### config.mk
export PLATFORM = sky130hd
export DESIGN_NAME = gpio_cmd_bridge
export DESIGN_NICKNAME = d
export VERILOG_FILES = /design/src/rtl/conv_bridge_pkg.sv /design/src/rtl/result_fifo.sv /design/src/rtl/gpio_cmd_bridge.sv
export SDC_FILE = /design/constraint.sdc
export NUM_CORES = 1
export LEC_CHECK = 0
export CELL_PAD_IN_SITES_DETAIL_PLACEMENT = 0
export CELL_PAD_IN_SITES_GLOBAL_PLACEMENT = 2
export CORE_ASPECT_RATIO = 1.2
export CORE_MARGIN = 1
export CORE_UTILIZATION = 41
export DETAILED_ROUTE_END_ITERATION = 10
export GPL_TIMING_DRIVEN = 0
export PLACE_DENSITY = 0.78
export SETUP_SLACK_MARGIN = 0.3
export SYNTH_ARGS = -nofsm -noshare
export SYNTH_HDL_FRONTEND = slang
export SYNTH_SLANG_ARGS = --single-unit
### constraint.sdc
create_clock -name CLK100MHZ -period 3.76 [get_ports CLK100MHZ]
set_input_delay 1.128 -clock CLK100MHZ [delete_from_list [all_inputs] [get_ports CLK100MHZ]]
set_output_delay 1.128 -clock CLK100MHZ [all_outputs]
set_load 0.01 [all_outputs]
### src/rtl/conv_bridge_pkg.sv
// Shared constants for the GPIO command bridge: opcodes, status word bit positions, FSM states.
package conv_bridge_pkg;

  localparam logic [2:0] OP_NOP         = 3'd0;
  localparam logic [2:0] OP_LOAD_KERNEL = 3'd1;
  localparam logic [2:0] OP_LOAD_PIXEL  = 3'd2;
  localparam logic [2:0] OP_START       = 3'd3;
  localparam logic [2:0] OP_READ        = 3'd4;
  localparam logic [2:0] OP_STATUS      = 3'd5;
  localparam logic [2:0] OP_SOFT_RESET  = 3'd6;
  localparam logic [2:0] OP_LOOPBACK    = 3'd7;

  localparam int ACK_BIT   = 31;
  localparam int EMPTY_BIT = 30;
  localparam int FULL_BIT  = 29;
  localparam int OVF_BIT   = 28;
  localparam int ERR_BIT   = 27;
  localparam int BUSY_BIT  = 26;
  localparam int COUNT_LSB = 21;

  typedef enum logic [1:0] {
    ST_IDLE = 2'd0,
    ST_EXEC = 2'd1,
    ST_ACK  = 2'd2
  } state_t;

endpackage

### src/rtl/result_fifo.sv
// Single-clock result FIFO with registered read; push and pop in the same cycle both
// take effect (a pop on empty returns 0 while the pushed word is kept).
module result_fifo #(
  parameter int W  = 13,
  parameter int AW = 4
) (
  input  logic          clk,
  input  logic          srst,
  input  logic          i_push,
  input  logic [W-1:0]  i_wdata,
  input  logic          i_pop,
  input  logic          i_flush,
  output logic [W-1:0]  o_rdata,
  output logic          o_full,
  output logic          o_empty,
  output logic [AW:0]   o_count,
  output logic          o_drop
);

  localparam int DEPTH = 1 << AW;
  localparam logic [AW:0] DEPTH_C = (AW+1)'(DEPTH);

  logic [W-1:0]  r_mem [DEPTH];
  logic [AW-1:0] r_wr_ptr;
  logic [AW-1:0] r_rd_ptr;
  logic [AW:0]   r_count;
  logic [W-1:0]  r_rdata;
  logic          w_do_push;
  logic          w_do_pop;

  assign o_empty   = (r_count == '0);
  assign o_full    = (r_count == DEPTH_C);
  assign w_do_pop  = i_pop && !o_empty && !i_flush;
  // A pop frees the slot this same cycle, so a push onto a full FIFO is kept then.
  assign w_do_push = i_push && !i_flush && (!o_full || w_do_pop);
  assign o_drop    = i_push && !i_flush && o_full && !w_do_pop;
  assign o_count   = r_count;
  assign o_rdata   = r_rdata;

  always_ff @(posedge clk) begin
    if (w_do_push) begin
      r_mem[r_wr_ptr] <= i_wdata;
    end
  end

  always_ff @(posedge clk) begin
    if (srst || i_flush) begin
      r_wr_ptr <= '0;
      r_rd_ptr <= '0;
      r_count  <= '0;
    end else begin
      if (w_do_push) r_wr_ptr <= r_wr_ptr + AW'(1);
      if (w_do_pop)  r_rd_ptr <= r_rd_ptr + AW'(1);
      case ({w_do_push, w_do_pop})
        2'b10:   r_count <= r_count + (AW+1)'(1);
        2'b01:   r_count <= r_count - (AW+1)'(1);
        default: r_count <= r_count;
      endcase
    end
  end

  always_ff @(posedge clk) begin
    if (srst) begin
      r_rdata <= '0;
    end else if (i_pop) begin
      r_rdata <= o_empty ? '0 : r_mem[r_rd_ptr];
    end
  end

endmodule

### src/rtl/gpio_cmd_bridge.sv
// Toggle-handshaked GPIO command decoder and result FIFO for the convolution core.
// Define GPIO_LOOPBACK_EN to make opcode 7 echo payload[12:0]; otherwise it is illegal.
module gpio_cmd_bridge
  import conv_bridge_pkg::*;
#(
  parameter int BIT_LEN   = 8,
  parameter int M_LEN     = 3,
  parameter int RAM_WIDTH = 13,
  parameter int GPIO_D    = 32,
  parameter int FIFO_AW   = 4
) (
  input  logic                     CLK100MHZ,
  input  logic                     ck_rst,
  input  logic [GPIO_D-1:0]        i_gpio_o,
  output logic [GPIO_D-1:0]        o_gpio_i,
  output logic                     o_kernel_we,
  output logic [3:0]               o_kernel_addr,
  output logic [BIT_LEN-1:0]       o_kernel_data,
  output logic                     o_pixel_valid,
  output logic [M_LEN*BIT_LEN-1:0] o_pixel_col,
  output logic                     o_start,
  output logic                     o_core_rst,
  input  logic                     i_result_valid,
  input  logic [RAM_WIDTH-1:0]     i_result,
  input  logic                     i_busy
);

  localparam int PIX_W = M_LEN * BIT_LEN;
  localparam logic [3:0] KERN_N = 4'(M_LEN * M_LEN);

  state_t               r_state, w_state_next;
  logic                 r_req_seen, r_ack;
  logic [2:0]           r_op;
  logic [27:0]          r_payload;
  logic                 r_err_pend, r_cmd_err, r_overflow;
  logic [RAM_WIDTH-1:0] r_data;
  logic                 w_new_cmd, w_exec, w_ack_st, w_op_illegal, w_unused_payload;
  logic                 w_do_kernel, w_do_pixel, w_do_start, w_do_core_rst, w_exec_err;
  logic                 w_fifo_pop, w_fifo_full, w_fifo_empty, w_fifo_drop;
  logic [FIFO_AW:0]     w_fifo_count;
  logic [RAM_WIDTH-1:0] w_fifo_rdata;

  always_ff @(posedge CLK100MHZ) begin
    if (ck_rst) r_state <= ST_IDLE;
    else        r_state <= w_state_next;
  end

  always_comb begin
    w_state_next = r_state;
    w_new_cmd    = 1'b0;
    case (r_state)
      ST_IDLE: if (i_gpio_o[31] != r_req_seen) begin
        w_new_cmd    = 1'b1;
        w_state_next = ST_EXEC;
      end
      ST_EXEC: w_state_next = ST_ACK;
      ST_ACK:  w_state_next = ST_IDLE;
      default: w_state_next = ST_IDLE;
    endcase
  end

`ifdef GPIO_LOOPBACK_EN
  assign w_op_illegal = 1'b0;
`else
  assign w_op_illegal = (r_op == OP_LOOPBACK);
`endif

  assign w_exec        = (r_state == ST_EXEC);
  assign w_ack_st      = (r_state == ST_ACK);
  assign w_do_kernel   = w_exec && (r_op == OP_LOAD_KERNEL) && (r_payload[11:8] < KERN_N);
  assign w_do_pixel    = w_exec && (r_op == OP_LOAD_PIXEL);
  assign w_do_start    = w_exec && (r_op == OP_START) && !i_busy;
  assign w_do_core_rst = w_exec && (r_op == OP_SOFT_RESET);
  assign w_fifo_pop    = w_exec && (r_op == OP_READ);
  assign w_exec_err    = w_exec && (((r_op == OP_LOAD_KERNEL) && (r_payload[11:8] >= KERN_N)) ||
                                    ((r_op == OP_START) && i_busy) || w_op_illegal);
  assign w_unused_payload = ^r_payload;

  // Reset adopts the current toggle level so a command left on the GPIO is not replayed.
  always_ff @(posedge CLK100MHZ) begin
    if (ck_rst) begin
      r_req_seen <= i_gpio_o[31];
      r_ack      <= i_gpio_o[31];
      r_op       <= OP_NOP;
      r_payload  <= '0;
    end else begin
      if (w_new_cmd) begin
        r_req_seen <= i_gpio_o[31];
        r_op       <= i_gpio_o[30:28];
        r_payload  <= i_gpio_o[27:0];
      end
      if (w_ack_st) r_ack <= r_req_seen;
    end
  end

  always_ff @(posedge CLK100MHZ) begin
    if (ck_rst) begin
      o_kernel_we   <= 1'b0;
      o_kernel_addr <= '0;
      o_kernel_data <= '0;
      o_pixel_valid <= 1'b0;
      o_pixel_col   <= '0;
      o_start       <= 1'b0;
      o_core_rst    <= 1'b0;
      r_err_pend    <= 1'b0;
    end else begin
      o_kernel_we   <= w_do_kernel;
      o_pixel_valid <= w_do_pixel;
      o_start       <= w_do_start;
      o_core_rst    <= w_do_core_rst;
      r_err_pend    <= w_exec_err;
      if (w_do_kernel) begin
        o_kernel_addr <= r_payload[11:8];
        o_kernel_data <= r_payload[BIT_LEN-1:0];
      end
      if (w_do_pixel) o_pixel_col <= r_payload[PIX_W-1:0];
    end
  end

  always_ff @(posedge CLK100MHZ) begin
    if (ck_rst) begin
      r_cmd_err  <= 1'b0;
      r_overflow <= 1'b0;
      r_data     <= '0;
    end else begin
      if (w_do_core_rst)    r_overflow <= 1'b0;
      else if (w_fifo_drop) r_overflow <= 1'b1;
      if (w_ack_st) begin
        if (r_err_pend) r_cmd_err <= 1'b1;
        case (r_op)
          OP_READ: r_data <= w_fifo_rdata;
          OP_SOFT_RESET: begin
            r_cmd_err <= 1'b0;
            r_data    <= '0;
          end
`ifdef GPIO_LOOPBACK_EN
          OP_LOOPBACK: r_data <= r_payload[RAM_WIDTH-1:0];
`endif
          default: ;
        endcase
      end
    end
  end

  result_fifo #(.W(RAM_WIDTH), .AW(FIFO_AW)) u_fifo (
    .clk     (CLK100MHZ),
    .srst    (ck_rst),
    .i_push  (i_result_valid),
    .i_wdata (i_result),
    .i_pop   (w_fifo_pop),
    .i_flush (w_do_core_rst),
    .o_rdata (w_fifo_rdata),
    .o_full  (w_fifo_full),
    .o_empty (w_fifo_empty),
    .o_count (w_fifo_count),
    .o_drop  (w_fifo_drop)
  );

  always_comb begin
    o_gpio_i                          = '0;
    o_gpio_i[ACK_BIT]                 = r_ack;
    o_gpio_i[EMPTY_BIT]               = w_fifo_empty;
    o_gpio_i[FULL_BIT]                = w_fifo_full;
    o_gpio_i[OVF_BIT]                 = r_overflow;
    o_gpio_i[ERR_BIT]                 = r_cmd_err;
    o_gpio_i[BUSY_BIT]                = i_busy;
    o_gpio_i[COUNT_LSB +: FIFO_AW+1]  = w_fifo_count;
    o_gpio_i[RAM_WIDTH-1:0]           = r_data;
  end

endmodule

* Word-level counts from Yosys, hierarchy flattened
Memories as Yosys holds them, arrays and structs flattened. A register that Yosys moved wholly into a read port is not among the register bits. Index checks and enable logic that the tools add are counted.
Operators by class: $add $sub $neg 4, order comparisons 2, equality and inequality tests 13, muxes and demuxes 17, reduce and logical (&&, ||, !) cells 35
Operator list (number):
- 13-bit one-hot mux with 2 select lines | 1
- 1-bit logical AND | 16
- 13-bit two-way mux | 1
- 1-bit two-way mux | 10
- 5-bit one-hot mux with 2 select lines | 1
- 2-bit nonzero test | 5
- 3-bit equality test, second input constant | 3
- 4-bit by 1-bit adder with 4-bit output, second input constant | 2
- 4-bit two-way mux | 2
- 3-bit by 2-bit equality test with 1-bit output, second input constant | 2
- 5-bit by 1-bit adder with 5-bit output, second input constant | 1
- 5-bit equality test, second input constant | 1
- 1-bit logical NOT | 5
- 5-bit logical NOT | 1
- 5-bit by 1-bit subtractor with 5-bit output, second input constant | 1
- 2-bit by 1-bit equality test with 1-bit output, second input constant | 2
- 2-bit equality test, second input constant | 2
- 4-bit >= comparator, second input constant | 1
- 1-bit logical OR | 4
- 4-bit less-than comparator, second input constant | 1
- 2-bit one-hot mux with 2 select lines | 1
- 2-bit AND reduction | 2
- 3-bit by 1-bit equality test with 1-bit output, second input constant | 1
- 2-bit logical NOT | 1
- 4 further kinds | 4
Word-level totals: flip-flop bits (word level) 113, RAM bits 208, bits of input ports 49, output and inout bits 72, logic and storage cells 92, memories kept 1
Memories:
- u_fifo.r_mem | depth 16, width 13, read ports 1, clocked after Yosys merged registers in 1, wr ports 1, RTL line result_fifo.sv:23 | logic [W-1:0] r_mem [DEPTH];

* Logic depth before layout (Yosys ltp)
Gate-level depths: netlist (run 1).
depth after elaboration 8, depth in mapped cells 15, depth with buffers taken out 12

* Hierarchy
A second synthesis (run 1) with hierarchy kept.
Second synthesis, totals: cell total of the unflattened synthesis 821, area total of the unflattened synthesis 12678.4 sq um
Modules (own cells, without submodules):
- result_fifo | times used 1, cells each 479, area an instance 9355.2 sq um, sequential area each 6846.6 sq um
- gpio_cmd_bridge | times used 1, cells each 342, area an instance 3323.2 sq um, sequential area each 1761.7 sq um

* Least setup slack after synthesis (run 1)
No wires, ideal clock.
path kind in2reg, start input port i_result_valid, end register u_fifo.r_count[4], in the netlist u_fifo.o_count[4], setup time 0.070 ns, arrival time 3.302 ns, required time 3.690 ns, setup slack 0.388 ns, cell stages on the path 13, path buffers 2, cell sequence a21boi_1 and2_1 buf_2 inv_1 ha_1 clkbuf_1 xor2_1 ha_1 a211o_1 a21oi_1 a211oi_1 or3_1 a21oi_1
On the way: cells in the longest elaborated chain, start to end 4, elaborated cells between the ends (all ways) 6, those cells by class eq/ne: 2; mux: 1; reduce/logical: 3
RTL lines:
- start, declared | RTL line gpio_cmd_bridge.sv:23 | input logic i_result_valid,
- 1-bit logical AND * (2 in series) | RTL line result_fifo.sv:35 | assign w_do_push = i_push && !i_flush && (!o_full || w_do_pop);
- 2-bit by 1-bit equality test with 1-bit output / 2-bit equality test (equally long branches) | RTL line result_fifo.sv:54 | case ({w_do_push, w_do_pop})
- 5-bit one-hot mux with 2 select lines / 2-bit nonzero test (equally long branches)
- end signal, assigned | RTL line result_fifo.sv:55 | 2'b10: r_count <= r_count + (AW+1)'(1);
- end signal, assigned | RTL line result_fifo.sv:56 | 2'b01: r_count <= r_count - (AW+1)'(1);
- end signal, assigned | RTL line result_fifo.sv:57 | default: r_count <= r_count;
- end, declared | RTL line result_fifo.sv:26 | logic [AW:0] r_count;
Mark *: on every way between the ends. The rest lies on a longest branch, timed or not. A chain may end at the register's enable or synchronous reset.

* Worst setup path in the final report (run 1)
start input port i_busy, end output port o_gpio_i[26]
RTL lines:
- start, declared | RTL line gpio_cmd_bridge.sv:25 | input logic i_busy
- end, declared | RTL line gpio_cmd_bridge.sv:15 | output logic [GPIO_D-1:0] o_gpio_i,
No word-level cell between the ends.

==> results of run 1 <==
==> worst max-delay path: cells and delay by family <==
| kind | cells | cell delay, ns |
|---|---|---|
| buffers and inverters | 3 | 1.16 |
==> registers in the layout (all words and copies together), names as in the netlist, named ones only <==
register         flops
o_start              1
r_state              2
o_pixel_col         24
u_fifo.r_wr_ptr      4
o_core_rst           1
u_fifo.o_count       5
r_data              13
r_cmd_err            1
r_overflow           1
u_fifo.o_rdata      13
r_ack                1
o_kernel_data        8
r_op                 3
o_kernel_addr        4
o_pixel_valid        1
r_err_pend           1
r_payload           24
o_kernel_we          1
u_fifo.r_mem       208
r_req_seen           1
u_fifo.r_rd_ptr      4
==> worst max path at each step <==
stage / cells past startpoint / startpoint / slack [ns] / end
finish: 3 / i_busy / 0.34 / o_gpio_i[26]
global route: 3 / i_busy / 0.31 / o_gpio_i[26]
CTS: 14 / i_result_valid / 0.30 / u_fifo.o_count[4]
detailed placement: 14 / i_result_valid / -0.54 / u_fifo.o_count[4]
global placement: 6 / i_result_valid / -0.92 / u_fifo.r_mem[2][9]
floorplan: 13 / i_result_valid / 0.39 / u_fifo.o_count[4]
==> synth_stat cells (2+ instances only) <==
master / n / area, sq um
edfxtp_1: 210 / 6310
dfxtp_1: 115 / 2300
nand2_1: 113 / 424
a21oi_1: 72 / 360
nor2_1: 55 / 206
mux4_2: 52 / 1170
mux2i_1: 38 / 380
clkbuf_1: 32 / 120
buf_4: 15 / 113
buf_2: 14 / 70.1
a2bb2oi_1: 13 / 114
nor3b_1: 13 / 97.6
o21ai_1: 13 / 65.1
ha_1: 9 / 113
nand2b_1: 7 / 43.8
xor2_1: 7 / 61.3
nor3_1: 6 / 30.0
inv_1: 4 / 15.0
nor2b_1: 4 / 25.0
o21ai_0: 4 / 20.0
or3_1: 4 / 25.0
and2_1: 3 / 18.8
and3_1: 3 / 18.8
buf_1: 3 / 11.3
nand3_1: 3 / 15.0
xnor2_1: 3 / 26.3
a21o_1: 2 / 15.0
nor4_1: 2 / 12.5
o22ai_1: 2 / 12.5
o31ai_1: 2 / 15.0
==> power by group through the flow <==
stage                     clock network (W)  logic (W)  registers (W)
after floorplan                           0   0.000213        0.00398
after global placement                    0   0.000382        0.00399
after detailed placement                  0   0.000393        0.00399
after CTS                           0.00333   0.000397        0.00391
after global routing                0.00345   0.000437        0.00392
final                               0.00324   0.000391        0.00391
==> final cells by class <==
| class | instances | share of cell area [%] |
|---|---|---|
| inverter | 4 | 0.0984 |
| multi-input combinational | 458 | 23.5 |
| clock inverter | 15 | 0.968 |
| sequential | 325 | 56.4 |
| tap | 390 | 3.20 |
| clock buffer | 43 | 6.14 |
| buffer | 65 | 2.20 |
| timing repair buffer | 114 | 7.48 |
==> through the flow <==
| step | instances | TNS, ns | hold WS, ns |
|---|---|---|---|
| 2_1_floorplan | 852 | 0 | 0.432 |
| 3_5_place_dp | 1353 | -36.42 | 0.446 |
| 6_report | 1414 | 0 | 0.450 |
| 4_1_cts | 1411 | 0 | 0.453 |
| 3_3_place_gp | 1349 | -76.28 | 0.442 |
| 5_1_grt | 1414 | 0 | 0.469 |
==> metal layers <==
layer / wire [um] / track usage, % / share of wire (%) / vias up
met5: 0 / 0 / 0 / -
li1: - / - / - / 3424
met3: 956 / 2.35 / 3.7 / 42
met2: 13200 / 30.5 / 51 / 152
met1: 11200 / 21.6 / 43 / 3409
met4: 552 / 5.70 / 2.1 / 0
==> cell families (layout without fill, tap and decap cells) <==
| kind of cell | count (synthesis) | in the layout | synth area share [%] |
|---|---|---|---|
| DFF | 325 | 325 | 69.1 |
| buffers and inverters | 69 | 241 | 2.73 |
| other | 1 | 8 | 0.0301 |
| and+or+nand+nor | 225 | 225 | 8.66 |
| xor gates and xnor gates | 10 | 10 | 0.703 |
| adders and majority gates | 9 | 9 | 0.904 |
| AOI/OAI and AO/OA | 115 | 115 | 5.36 |
| muxes | 91 | 91 | 12.5 |
==> timing repair <==
item	4_1_cts	5_1_grt
buffers inserted	0	2
resized for setup	5	7
setup endpoints to repair	79	2
pin swaps	0	3
hold buffers	0	0
==> run metrics, run 1 <==
status=completed; slack of the critical path=0.337 ns; sequential-to-total area share from yosys stat=69.1%; commonest non-fill, non-tap cell in the layout=edfxtp_1; worst r2r src=u_fifo.o_count[0]; fin. max-slew vios=0; Psw=0.00161 W; Synth Instances=845; Clk pwr share=43.0%; DRC=0; Starting DRT DRC Count=335; final setup vio count=0; share of cells above drive strength 1=15.2%; Seq. cell area=8610 sq um; Comb power frac=5.2%; dpl cell area=14100 sq um; Post-Syn Area=12500 sq um; Worst Tran Pin Value=1.32 ns; Rows=69; number of H-tree levels=2; Post-DP HPWL=18600 um; number of flops mapped to enable cells by yosys=210; Clock Sinks=325; drt wl/cell=18.3 um; GR Overflow Total=0; final hold vios=0; Sequential Power Share=51.9%; RD Place Congestion=0.719; antenna diode count=0; Period Utilization, post-route=91.0%; Core Region=29800 sq um; element type at the critical path end=output port; Synth Area per Inst=14.7 sq um; HP Start=r_payload[23]; Antenna Violating Nets Remaining=0; Yosys reg bits=325; Main synth FF type=edfxtp_1; Finished Cell Area=15300 sq um; io pins=121; Total Wirelength=25900 um; Die H=193 um; Netlist cell types=52; CP startpoint kind=input pin; max_slew headroom=11.4%; multi-input logic area=3590 sq um; WHS Endpoint=o_pixel_col[23]; Worst Clk Skew=0.0170 ns; RSZ-0062 raised after global routing=no; pwr dens=494 nW/um^2; f_max=292 MHz; Synth async-reset ratio=0%; max incr delay on CP=0.53 ns; Worst EP required=2.63 ns; clock-pin slew on the worst setup and hold paths=0.06 ns; Max Root-Sink Buffers=3; fin nets=1060; Die Wd=161 um; Int Pwr=0.00594 W; critical path type=in2out; worst hold path cell count=2; CP max-delay cell=clkdlybuf4s50_1; worst reg2reg endpoint=u_fifo.o_count[4]; Initial Utilization=41.8%; first-pass GRT wire length=40800 um; Final min period=3.42 ns; crit path DAT=2.30 ns; LEAKAGE=4.99 nW; Ys Warns=0; initial antenna violation count=0; FILL cells=2577; R2R Setup Slk=0.63 ns; vias in the first global route=7233; Port Buffers=107; worst reg2reg path depth=14; Root Driver=clkbuf_16; Switching Share=21.3%; CP Max Fanout=3; Die ar.=31100 sq um; Clock Latency Late Sink=0.51 ns; VDD IR max=0.368 mV; hold crit path type=reg2reg; crit path cell chain=clkdlybuf4s50_1 -> buf_4 -> clkdlybuf4s50_1; cts bufs inserted=34; critical path's most frequent cell=clkdlybuf4s50_1; pre-CTS setup slack=-0.535 ns; area grow syn2layout=22.4%; max-cap violations=0; via count=7027; largest net degree at the start of global routing=17; GRT Util Overall=17.1%; Via-to-Cell Ratio=4.97; Total Power=0.00754 W; commonest non-fill, non-tap cells in the layout=edfxtp_1 (210), dfxtp_1 (115), nand2_1 (113), clkdlybuf4s50_1 (106), a21oi_1 (70); CTS tree=done; DRT Pass-1 Iters=4; post-layout util=51.2%
Note: power is estimated with default switching activity, not from simulation.
==> run 2: changes to the inputs <==
Settings changed: SLEW_MARGIN set to 20, TNS_END_PERCENT set to 20.
==> run 2 against run 1 <==
Flip-flop and latch count did not move. Clock skew decreased by 0.0056 ns. Hold slack better by 0.0013 ns. Die area is the same. Highest routed layer unchanged. Critical path type unchanged. Sequential share of layout area about the same. Global-route usage is 0.17 points lower. Largest cell class unchanged.
==> run metrics, run 2 (synthesis gave the netlist of run 1 again) <==
status=completed (unchanged); Die ar.=31100 sq um (unchanged); share of cells above drive strength 1=16.7% (was 15.2%); largest net degree at the start of global routing=17 (unchanged); Core Region=29800 sq um (unchanged); Finished Cell Area=15300 sq um (about the same); max incr delay on CP=0.54 ns (was 0.53 ns); Post-DP HPWL=18700 um (was 18600 um); RD Place Congestion=0.719 (unchanged); LEAKAGE=4.98 nW (was 4.99 nW); Final min period=3.44 ns (was 3.42 ns); WHS=0.451 ns (was 0.450 ns); Critical path buffers and inverters=3 (unchanged); CP max-delay cell=clkdlybuf4s50_1 (unchanged); DRT Pass-1 Iters=6 (was 4); worst hold path cell count=2 (unchanged); slack of the critical path=0.322 ns (was 0.337 ns); fin. max-slew vios=0 (unchanged); Clock Latency Late Sink=0.56 ns (was 0.51 ns); io pins=121 (unchanged); vias in the first global route=7200 (was 7233); area grow syn2layout=22.5% (was 22.4%); Initial Utilization=41.8% (unchanged); GRT Util Overall=17.0% (was 17.1%); CTS tree=done (unchanged); Die Wd=161 um (unchanged); Total Wirelength=25900 um (about the same); Die H=193 um (unchanged); antenna diode count=0 (unchanged); critical path type=in2out (unchanged); f_max=291 MHz (was 292 MHz); RSZ-0062 raised after global routing=yes (was no); via count=7033 (was 7027); sum of negative setup slack=0 ns (unchanged); Comb power frac=5.1% (was 5.2%); Worst EP required=2.63 ns (about the same); Worst Tran Pin Value=0.870 ns (was 1.32 ns); final setup vio count=0 (unchanged); max_slew headroom=42.0% (was 11.4%); crit path DAT=2.31 ns (was 2.30 ns); final hold vios=0 (unchanged); dpl cell area=14100 sq um (about the same); Worst path depth=3 (unchanged); initial antenna violation count=0 (unchanged); Rows=69 (unchanged); Sequential Power Share=51.4% (was 51.9%); worst reg2reg path depth=14 (unchanged); Int Pwr=0.00602 W (was 0.00594 W); max reg flops=208 (unchanged); delay-heaviest family, CP=buffers and inverters (unchanged); DRC=0 (unchanged); crit path cell chain=clkdlybuf4s50_1 -> buf_4 -> clkdlybuf4s50_1 (unchanged); fin nets=1056 (was 1060); number of H-tree levels=1 (was 2); Period Utilization, post-route=91.4% (was 91.0%); first-pass GRT wire length=40700 um (was 40800 um); Psw=0.00159 W (was 0.00161 W); Root Driver=clkbuf_16 (unchanged); Switching Share=20.8% (was 21.3%); pre-CTS setup slack=-0.541 ns (was -0.535 ns); element type at the critical path end=output port (unchanged); hold crit path type=reg2reg (unchanged); drt wl/cell=18.3 um (about the same); Max Root-Sink Buffers=3 (unchanged); Clk pwr share=43.5% (was 43.0%); Antenna Violating Nets Remaining=0 (unchanged); Biggest register=u_fifo.r_mem (unchanged); Starting DRT DRC Count=359 (was 335); Clock Sinks=325 (unchanged); CP startpoint kind=input pin (unchanged); VDD IR max=0.385 mV (was 0.368 mV); critical path's most frequent cell=clkdlybuf4s50_1 (unchanged); pwr dens=498 nW/um^2 (was 494 nW/um^2); clock-pin slew on the worst setup and hold paths=0.06 ns (about the same); CP Max Fanout=3 (unchanged); commonest non-fill, non-tap cell in the layout=edfxtp_1 (unchanged); Port Buffers=107 (unchanged); GR Overflow Total=0 (unchanged); Worst Clk Skew=0.0115 ns (was 0.0170 ns); Via-to-Cell Ratio=4.98 (was 4.97); commonest non-fill, non-tap cells in the layout=edfxtp_1 (210), dfxtp_1 (115), nand2_1 (113), clkdlybuf4s50_1 (106), a21oi_1 (70) (unchanged); cts bufs inserted=31 (was 34); top flop regs=u_fifo.r_mem (208), o_pixel_col (24), r_payload (24) (unchanged); max-cap violations=0 (unchanged)
## run 2: final cells by class
class / count / area (sq um)
buffer: 65 / 335
clock buffer: 37 / 798
clock inverter: 21 / 293
fill: 2589 / 14500
inverter: 4 / 15.0
multi-input combinational: 458 / 3610
sequential: 325 / 8610
tap: 390 / 488
timing repair buffer: 113 / 1120
## run 2: worst register-to-register path, delay by kind of cell, from the launching register on
family,cells,cell delay (ns)
flip-flops,1,0.38
XOR/XNOR,1,0.08
adder cells (fa/ha/maj),2,0.36
AO/OA/AOI/OAI,4,0.59
buffers and inverters,3,0.35
AND/OR/NAND/NOR,4,1.31
## run 2: stage by stage
step | utilization [%] | power, W | instances
2_1_floorplan | - | 0.00419 | 852
3_3_place_gp | 47.2 | 0.00437 | 1349
3_5_place_dp | 47.4 | 0.00438 | 1353
4_1_cts | 51.1 | 0.00770 | 1411
5_1_grt | 51.3 | 0.00788 | 1413
6_report | 51.3 | 0.00761 | 1413
## run 2: power by group through the flow
stage                     combinational (W)  clock, W  sequential, W
final                              0.000389   0.00331        0.00391
after global routing               0.000438   0.00353        0.00392
after CTS                          0.000395   0.00339        0.00391
after detailed placement           0.000393         0        0.00399
after global placement             0.000382         0        0.00399
after floorplan                    0.000213         0        0.00398
## run 2: per-layer routing
| layer | vias to the layer above | GRT usage [%] | routed length [um] |
|---|---|---|---|
| met1 | 3426 | 21.9 | 11200 |
| met5 | - | 0 | 0 |
| met4 | 0 | 3.74 | 387 |
| li1 | 3421 | - | - |
| met3 | 32 | 2.57 | 1110 |
| met2 | 154 | 30.3 | 13100 |
## run 2: final timing paths
path                          start                 to  slack [ns]
hold reg to reg       r_payload[12]    o_pixel_col[12]        0.45
setup reg to reg  u_fifo.o_count[0]  u_fifo.o_count[4]        0.64
hold / removal        r_payload[12]    o_pixel_col[12]        0.45
setup / recovery             i_busy       o_gpio_i[26]        0.32
## run 2: what timing repair did
action / CTS / global route
setup endpoints to repair: 3 / 2
pin swaps: 1 / 2
hold buffers: 0 / 0
resized for setup: 3 / 11
buffers inserted: 0 / 2
==> run 3: changes to the inputs <==
Settings changed: RECOVER_POWER set to 100.
==> run 3 against run 2 <==
The run now ends with max-capacitance violations, max-slew violations left. Register-to-register slack got worse by 0.24 ns. Total power shrank 0.25%. Worst setup slack lost 0.072 ns. Die area unchanged. Critical endpoint unchanged. Largest power group unchanged. Routed wire length about the same.
==> run metrics, run 3 (synthesis gave the netlist of run 1 again) <==
Rows=69 (unchanged); Clk pwr share=43.6% (was 43.5%); area grow syn2layout=21.6% (was 22.5%); Worst Clk Skew=0.0122 ns (was 0.0115 ns); pwr dens=501 nW/um^2 (was 498 nW/um^2); GRT Max-Usage Layer=met2 (unchanged); max_slew headroom=-4.00% (was 42.0%); sum of negative setup slack=0 ns (unchanged); number of H-tree levels=1 (unchanged); DRT Pass-1 Iters=4 (was 6); critical path type=in2out (unchanged); GR Overflow Total=0 (unchanged); Worst Tran Pin Value=1.54 ns (was 0.870 ns); met2 Usage GRT=30.3% (unchanged); Clock Latency Late Sink=0.56 ns (about the same); first-pass GRT wire length=40700 um (unchanged); Via-to-Cell Ratio=4.96 (was 4.98); f_max=285 MHz (was 291 MHz); fin nets=1056 (unchanged); largest net degree at the start of global routing=17 (unchanged); Core Region=29800 sq um (unchanged); status=finished, violations left (was completed); Root Driver=clkbuf_16 (unchanged); WHS Endpoint=o_pixel_col[10] (was o_pixel_col[12]); cts bufs inserted=31 (unchanged); CTS tree=done (unchanged); Biggest register=u_fifo.r_mem (unchanged); drt wl/cell=18.3 um (about the same); Clock Sinks=325 (unchanged); hold crit path type=reg2reg (unchanged); Psw=0.00158 W (was 0.00159 W); CP startpoint kind=input pin (unchanged); failing checks=max-capacitance violations, max-slew violations; met1 usage=21.9% (unchanged); worst reg2reg path depth=14 (unchanged); HP Start=o_pixel_col[10] (was r_payload[12]); max-cap violations=1 (was 0); worst hold path cell count=2 (unchanged); LEAKAGE=5.13 nW (was 4.98 nW); commonest non-fill, non-tap cell in the layout=edfxtp_1 (unchanged); max reg flops=208 (unchanged); Port Buffers=107 (unchanged); top flop regs=u_fifo.r_mem (208), o_pixel_col (24), r_payload (24) (unchanged); final setup vio count=0 (unchanged); Switching Share=20.8% (about the same); RD Place Congestion=0.719 (unchanged); Period Utilization, post-route=93.4% (was 91.4%); Antenna Violating Nets Remaining=0 (unchanged); antenna diode count=0 (unchanged); Initial Utilization=41.8% (unchanged); Max Root-Sink Buffers=3 (unchanged); R2R Setup Slk=0.40 ns (was 0.64 ns); Comb power frac=4.9% (was 5.1%); worst r2r src=r_op[0] (was u_fifo.o_count[0]); clock-pin slew on the worst setup and hold paths=0.06 ns (about the same); fin. max-slew vios=7 (was 0); Int Pwr=0.00601 W (was 0.00602 W); CP startpoint=i_busy (unchanged); element type at the critical path end=output port (unchanged); DRC=0 (unchanged); grt met3 use=2.57% (unchanged); Worst EP required=2.63 ns (about the same); CP Max Fanout=3 (unchanged); Die Wd=161 um (unchanged); final hold vios=0 (unchanged); commonest non-fill, non-tap cells in the layout=edfxtp_1 (210), dfxtp_1 (115), nand2_1 (113), dlygate4sd3_1 (76), a21oi_1 (71) (was edfxtp_1 (210), dfxtp_1 (115), nand2_1 (113), clkdlybuf4s50_1 (106), a21oi_1 (70)); GRT Util Overall=17.0% (unchanged); initial antenna violation count=0 (unchanged); share of cells above drive strength 1=14.0% (was 16.7%); worst reg2reg endpoint=u_fifo.o_count[4] (unchanged); via count=7003 (was 7033); Post-DP HPWL=18700 um (unchanged); WHS=0.450 ns (was 0.451 ns); Die H=193 um (unchanged); io pins=121 (unchanged); Final min period=3.51 ns (was 3.44 ns); Sequential Power Share=51.5% (was 51.4%); vias in the first global route=7200 (unchanged); VDD IR max=0.382 mV (was 0.385 mV); crit path DAT=2.38 ns (was 2.31 ns); Starting DRT DRC Count=357 (was 359); Total Wirelength=25800 um (was 25900 um); Die ar.=31100 sq um (unchanged); RSZ-0062 raised after global routing=yes (unchanged)
run 3: cell count changes in the layout (fill, tap and decap cells not counted), moves of 7 or more:
cell and change:
clkbuf_1 +7, clkdlybuf4s50_1 -76, dlygate4sd3_1 +76, nor2_1 +12, nor2_2 -12, o21ai_0 +13, o21ai_1 -13
run 3: worst max path at each step:
| stage | cells past startpoint | end | slack [ns] |
|---|---|---|---|
| final | 3 | o_gpio_i[26] | 0.25 |
| after global routing | 14 | u_fifo.o_count[4] | 0.17 |
| after CTS | 14 | u_fifo.o_count[4] | 0.30 |
| after detailed placement | 14 | u_fifo.o_count[4] | -0.54 |
| after global placement | 6 | u_fifo.r_mem[2][9] | -0.92 |
| after floorplan | 13 | u_fifo.o_count[4] | 0.39 |
run 3: worst max-delay path: stages:
cell	delay, ns
dlygate4sd3_1	0.61
buf_4	0.13
clkdlybuf4s50_1	0.51
run 3: final cells by class:
type	count	area, sq um
Multi-Input combinational cell	458	3520
Inverter	4	15.0
Fill cell	2614	14600
Timing Repair Buffer	113	1100
Sequential cell	325	8610
Clock buffer	37	798
Tap cell	390	488
Buffer	65	329
Clock inverter	21	293
run 3: per-layer routing:
metal	up-vias	part of all wire, %
met1	3405	43
met3	30	4.2
li1	3426	-
met2	142	51
met4	0	1.2
met5	-	0
run 3: timing repair:
| action | in CTS | in global routing |
|---|---|---|
| setup endpoints to repair | 3 | 2 |
| gates resized for setup | 3 | 11 |
| buffers inserted | 0 | 2 |
| hold buffers | 0 | 0 |
| pin swaps | 1 | 2 |
run 3: power groups by stage:
stage | sequential, W | clock (W) | combinational, W
2_1_floorplan | 0.00398 | 0 | 0.000213
3_3_place_gp | 0.00399 | 0 | 0.000382
3_5_place_dp | 0.00399 | 0 | 0.000393
4_1_cts | 0.00391 | 0.00339 | 0.000395
5_1_grt | 0.00392 | 0.00353 | 0.000420
6_report | 0.00391 | 0.00331 | 0.000373
run 3: through the flow:
stage	util [%]	power [W]	std cells	area (sq um)	setup WS, ns
CTS	51.1	0.00770	1411	15200	0.295
detailed placement	47.4	0.00438	1353	14100	-0.541
finish	50.9	0.00759	1413	15200	0.249
global route	50.9	0.00787	1413	15200	0.165
floorplan	-	0.00419	852	12500	0.388
global placement	47.2	0.00437	1349	14000	-0.917
